==> src/rtl/muldiv_lock_client_pkg.sv <==
// Shared MDU op encoding, client FSM states and command bundle.
// Used by muldiv_lock_client (optional watchdog: MULDIV_CLIENT_TIMEOUT_EN).
package muldiv_lock_client_pkg;

  localparam int unsigned OP_W = 4;
  localparam int unsigned XLEN = 32;

  typedef enum logic [OP_W-1:0] {
    OP_MULT  = 4'd0,
    OP_MULTU = 4'd1,
    OP_DIV   = 4'd2,
    OP_DIVU  = 4'd3,
    OP_MFHI  = 4'd4,
    OP_MFLO  = 4'd5,
    OP_MTHI  = 4'd6,
    OP_MTLO  = 4'd7
  } mdu_op_e;

  typedef enum logic [2:0] {
    ST_IDLE,
    ST_REQ,
    ST_ISSUE,
    ST_WAIT,
    ST_DONE
  } client_state_e;

  typedef struct packed {
    logic [OP_W-1:0] op;
    logic [XLEN-1:0] op1;
    logic [XLEN-1:0] op2;
  } mdu_cmd_t;

  function automatic logic is_read(logic [OP_W-1:0] op);
    return (op == OP_MFHI) || (op == OP_MFLO);
  endfunction

endpackage

==> src/rtl/muldiv_lock_client.sv <==
// Lock-arbitrated client of a shared MDU pool.
// Define MULDIV_CLIENT_TIMEOUT_EN to add a WAIT-state watchdog.
module muldiv_lock_client
  import muldiv_lock_client_pkg::*;
#(
  parameter int unsigned ID_WIDTH       = 16,
  parameter int unsigned TIMEOUT_CYCLES = 64
) (
  input  logic                clk,
  input  logic                rst_n,
  input  logic                cmd_valid,
  output logic                cmd_ready,
  input  logic [OP_W-1:0]     cmd_op,
  input  logic [XLEN-1:0]     cmd_op1,
  input  logic [XLEN-1:0]     cmd_op2,
  input  logic [ID_WIDTH-1:0] cmd_id,
  output logic                lock_req,
  output logic [ID_WIDTH-1:0] lock_id,
  input  logic                lock_grant,
  output logic [OP_W-1:0]     mdu_op,
  output logic [XLEN-1:0]     mdu_op1,
  output logic [XLEN-1:0]     mdu_op2,
  output logic                mdu_start,
  input  logic                mdu_busy,
  input  logic [XLEN-1:0]     mdu_data,
  output logic                rsp_valid,
  input  logic                rsp_ready,
  output logic [XLEN-1:0]     rsp_data,
  output logic [ID_WIDTH-1:0] rsp_id,
  output logic                rsp_err
);

  client_state_e state;
  mdu_cmd_t      cmd_q;
  logic          blank_q;

`ifdef MULDIV_CLIENT_TIMEOUT_EN
  localparam int unsigned CNT_W = $clog2(TIMEOUT_CYCLES + 1);
  logic [CNT_W-1:0] wait_cnt;
  logic             timeout;
  assign timeout = (wait_cnt == CNT_W'(TIMEOUT_CYCLES - 1));
`else
  logic unused_timeout;
  assign unused_timeout = |TIMEOUT_CYCLES;
  assign rsp_err = 1'b0;
`endif

  always_ff @(posedge clk or negedge rst_n) begin
    if (!rst_n) begin
      state     <= ST_IDLE;
      cmd_q     <= '0;
      blank_q   <= 1'b0;
      cmd_ready <= 1'b1;
      lock_req  <= 1'b0;
      lock_id   <= '0;
      mdu_start <= 1'b0;
      mdu_op    <= '0;
      mdu_op1   <= '0;
      mdu_op2   <= '0;
      rsp_valid <= 1'b0;
      rsp_data  <= '0;
      rsp_id    <= '0;
`ifdef MULDIV_CLIENT_TIMEOUT_EN
      wait_cnt  <= '0;
      rsp_err   <= 1'b0;
`endif
    end else begin
      mdu_start <= 1'b0;
      unique case (state)
        ST_IDLE: begin
          if (cmd_valid) begin
            cmd_q.op  <= cmd_op;
            cmd_q.op1 <= cmd_op1;
            cmd_q.op2 <= cmd_op2;
            cmd_ready <= 1'b0;
            lock_req  <= 1'b1;
            lock_id   <= cmd_id;
            state     <= ST_REQ;
          end
        end
        ST_REQ: begin
          if (lock_grant) begin
            mdu_start <= 1'b1;
            mdu_op    <= cmd_q.op;
            mdu_op1   <= cmd_q.op1;
            mdu_op2   <= cmd_q.op2;
            state     <= ST_ISSUE;
          end
        end
        ST_ISSUE: begin
          if (!lock_grant) begin
            mdu_op  <= '0;
            mdu_op1 <= '0;
            mdu_op2 <= '0;
            state   <= ST_REQ;
          end else begin
            blank_q  <= 1'b1;
`ifdef MULDIV_CLIENT_TIMEOUT_EN
            wait_cnt <= '0;
`endif
            state    <= ST_WAIT;
          end
        end
        ST_WAIT: begin
`ifdef MULDIV_CLIENT_TIMEOUT_EN
          wait_cnt <= wait_cnt + CNT_W'(1);
`endif
          // Losing the lock aborts silently; the op is simply reissued.
          if (!lock_grant) begin
            mdu_op  <= '0;
            mdu_op1 <= '0;
            mdu_op2 <= '0;
            state   <= ST_REQ;
          end
`ifdef MULDIV_CLIENT_TIMEOUT_EN
          else if (timeout) begin
            rsp_valid <= 1'b1;
            rsp_data  <= '0;
            rsp_err   <= 1'b1;
            rsp_id    <= lock_id;
            lock_req  <= 1'b0;
            lock_id   <= '0;
            mdu_op    <= '0;
            mdu_op1   <= '0;
            mdu_op2   <= '0;
            state     <= ST_DONE;
          end
`endif
          else if (blank_q) begin
            blank_q <= 1'b0;
          end else if (!mdu_busy) begin
            rsp_valid <= 1'b1;
            rsp_data  <= is_read(cmd_q.op) ? mdu_data : '0;
            rsp_id    <= lock_id;
            lock_req  <= 1'b0;
            lock_id   <= '0;
            mdu_op    <= '0;
            mdu_op1   <= '0;
            mdu_op2   <= '0;
            state     <= ST_DONE;
          end
        end
        ST_DONE: begin
          if (rsp_ready) begin
            rsp_valid <= 1'b0;
            rsp_data  <= '0;
            rsp_id    <= '0;
`ifdef MULDIV_CLIENT_TIMEOUT_EN
            rsp_err   <= 1'b0;
`endif
            cmd_ready <= 1'b1;
            state     <= ST_IDLE;
          end
        end
        default: state <= ST_IDLE;
      endcase
    end
  end

endmodule

==> config.mk <==
export PLATFORM = sky130hd
export DESIGN_NAME = muldiv_lock_client
export DESIGN_NICKNAME = d
export VERILOG_FILES = /design/src/rtl/muldiv_lock_client_pkg.sv /design/src/rtl/muldiv_lock_client.sv
export SDC_FILE = /design/constraint.sdc
export NUM_CORES = 1
export LEC_CHECK = 0
export CORE_MARGIN = 5
export CORE_UTILIZATION = 50
export DETAILED_ROUTE_END_ITERATION = 16
export PLACE_DENSITY = 0.95
export SYNTH_ARGS = -nofsm -noshare
export SYNTH_HDL_FRONTEND = slang
export SYNTH_SLANG_ARGS = --single-unit
==> constraint.sdc <==
create_clock -name clk -period 3 [get_ports clk]
set_clock_uncertainty 0.1 [all_clocks]
set_input_delay 0.6 -clock clk [delete_from_list [all_inputs] [get_ports clk]]
set_output_delay 0.6 -clock clk [all_outputs]
set_load 0.02 [all_outputs]
==> results.toml <==
[sta]
min_period_ns = 2.35
finalCritPeriodShare = 0.783
final.setup.tns_ns = 0
setup_violations = 0
slew_headroom = 0.503
rsz0062_at_grt = "false"
fmax_ghz = 0.426
fin_ws_ns = 0.651
worst_pin_slew_ns = 0.746
slew_violations = 0
hold_viol = 0

[worst_setup_path]
critPathSlowestCell = "clkdlybuf4s50_1"
critPathBufInv = 1
cp-start-kind = "flop"
required_ns = 2.30
path_cells = "clkdlybuf4s50_1"
max_stage_delay_ns = 0.63
critPathCaptureType = "output port"
criticalPathCategory = "reg2out"
cp_max_fo = 2
crit_arrival_ns = 1.65
cp_top_family = "buffers and inverters"

[floorplan]
io_pins = 259
coreArea_um2 = 15800
dieWidth_um = 137
rows = 46
die_h_um = 137
dieArea_um2 = 18700
start_util = 0.508

[yosys]
muxShareOfSynthArea = 0.0624
synth_most_common_cell = "nand2_1"
yosysTopAreaCellShare = 0.644
yosys_register_bits = 208
syn-num-nets = 859
synth_compound_area_frac = 0.0957
synth_xor_area_frac = 0
ys_seq_area_frac = 0.648
yosys.area_share.simple = 0.153
synth_common_cells = "nand2_1 (306), dfrtp_1 (207), a22o_1 (68)"
synth_top_family_by_area = "simple AND/OR/NAND/NOR gates"
synth.largest_area_cell = "dfrtp_1"
synth_cells = 737
synth_edf_count = 0
synthAdderAreaFrac = 0
avgSynthCellArea_um2 = 10.9
synthTopCellsByArea = "dfrtp_1 (64%), nand2_1 (14%), a22o_1 (7.4%), mux2i_1 (6.1%), buf_2 (1.7%)"
ys_types = 29
syn-cell-area_um2 = 8040
yosys_warnings = 0
synth_ff_type = "dfrtp_1"
synthArstFlopShare = 1.00

[clocking]
cts_hold_buf = 0
cts.sinks = 208
cts_resized = 0
clk_latency_ns = 0.48
cts_tree = "built"
ctsRootBufferMaster = "clkbuf_16"
cts_buffers = 21
clock_path_buffers = 3
clkTransAtPathRegs_ns = 0.06
post_cts_buffers = 0
ctsHtreeMaxLevel = 1

[power_and_ir_drop]
combPwrFrac = 0.410
vdd_drop_max_mv = 0.697
leakage_uw = 0.00566
pwr-share-seq = 0.381
p_switching_uw = 4770
p_sw_frac = 0.368
pwr-share-clk = 0.209
powerDensity_nw_per_um2 = 1120
power.internal_uw = 8190

[run_status]
status = "complete, no violations"

[route]
viasPerCell = 5.26
drcViolationCount = 0
first_pass_iters = 5
detail-route-antenna-nets = 0
wl_per_cell_um = 18.4
drt-initial-drc-count = 357
wl_um = 22200
via_count = 6343

[finish]
area_delta_synth_final_pct = 43.7
fillers = 1008
multi_input_area_um2 = 2530
drive_above_1_share = 0.0545
n_antenna_cell = 0
final_nets = 1099
ff_latch_area_um2 = 5210

[placement]
finalWeightedCongestion = 0.792
place_ws_ns = 0.442
io_buffers = 257
hpwl_um = 14900

[global_route]
grt_usage = 0.239
grt_pass1_vias = 6924
antenna_found_initial = 0
overflow = 0
grt_start_max_net_pins = 78
grt_pass1_wl_um = 35600

[flow_run]
maxCapViolCount = 0

[min_path]
holdCritPathClass = "in2async"
==> through the flow <==
stage,util,std cells,power [uW],hold WS (ns),area (um^2)
after floorplan,-,737,7560,0.204,8040
after global placement,0.685,1170,9990,0.347,10800
after detailed placement,0.685,1170,10200,0.353,10800
after CTS,0.730,1207,13000,0.0467,11500
after global routing,0.730,1207,13700,0.0872,11500
final,0.730,1207,13000,0.0241,11500
==> final timing paths <==
path	from	endpoint	slack, ns	cells past startpoint
hold / removal	rst_n	mdu_op1[26]$_DFFE_PN0P_	0.02	1
max in group asynchronous	rst_n	cmd_ready$_DFFE_PN1P_	2.03	2
hold reg to reg	cmd_ready$_DFFE_PN1P_	cmd_ready$_DFFE_PN1P_	0.36	2
min in group clk	cmd_ready$_DFFE_PN1P_	cmd_ready$_DFFE_PN1P_	0.36	2
setup / recovery	cmd_ready$_DFFE_PN1P_	cmd_ready	0.65	1
setup reg to reg	state[0]$_DFFE_PN0P_	cmd_q[31]$_DFFE_PN0P_	0.88	4
==> cells in the final DEF, fill, tap and decap left out, types with 2 or more instances in the layout <==
| master | synthesis | routed |
|---|---|---|
| a22o_1 | 68 | 68 |
| buf_12 | 0 | 7 |
| buf_4 | 3 | 6 |
| bufinv_16 | 0 | 3 |
| clkbuf_1 | 21 | 5 |
| clkbuf_16 | 0 | 21 |
| clkbuf_8 | 0 | 3 |
| clkdlybuf4s50_1 | 0 | 256 |
| clkinv_4 | 0 | 4 |
| dfrtp_1 | 207 | 207 |
| inv_1 | 18 | 18 |
| mux2i_1 | 49 | 49 |
| nand2_1 | 306 | 306 |
| o21ai_0 | 2 | 2 |
| o31ai_1 | 16 | 16 |
==> final cells by class <==
| cell class | instances | area share |
|---|---|---|
| Clock inverter | 9 | 0.0119 |
| Tap cell | 216 | 0.0234 |
| Multi-Input combinational cell | 458 | 0.219 |
| Inverter | 18 | 0.00585 |
| Clock buffer | 28 | 0.0495 |
| Sequential cell | 208 | 0.451 |
| Timing Repair Buffer | 270 | 0.239 |
==> cell families (layout without fill, tap and decap cells) <==
| group | after synthesis | count (layout) |
|---|---|---|
| AOI/OAI and AO/OA | 91 | 91 |
| buffers and inverters | 71 | 325 |
| DFF | 208 | 208 |
| muxes | 50 | 50 |
| other | 1 | 1 |
| and+or+nand+nor | 316 | 316 |
==> flip-flops by register name, summed over array words and instances (netlist names) <==
register and count:
rsp_data 32, rsp_id 16, cmd_q 68, mdu_op1 32
cmd_ready 1, lock_id 16, lock_req 1, rsp_valid 1
blank_q 1, state 3, mdu_op 4, mdu_start 1
mdu_op2 32
==> metal layers <==
layer / GRT usage / vias to the layer above / share of wire
met1: 0.281 / 3089 / 0.37
met3: 0.0728 / 57 / 0.097
met4: 0.0793 / 0 / 0.035
li1: - / 2907 / -
met2: 0.419 / 290 / 0.50
met5: 0 / - / 0
==> power groups by stage <==
stage	sequential, uW	combinational, uW	clock, uW
after floorplan	5810	1760	0
after global routing	5090	5700	2870
after CTS	4920	5380	2750
after detailed placement	4930	5320	0
after global placement	4840	5150	0
final	4940	5310	2710
Note: power is estimated with default switching activity, not from simulation.
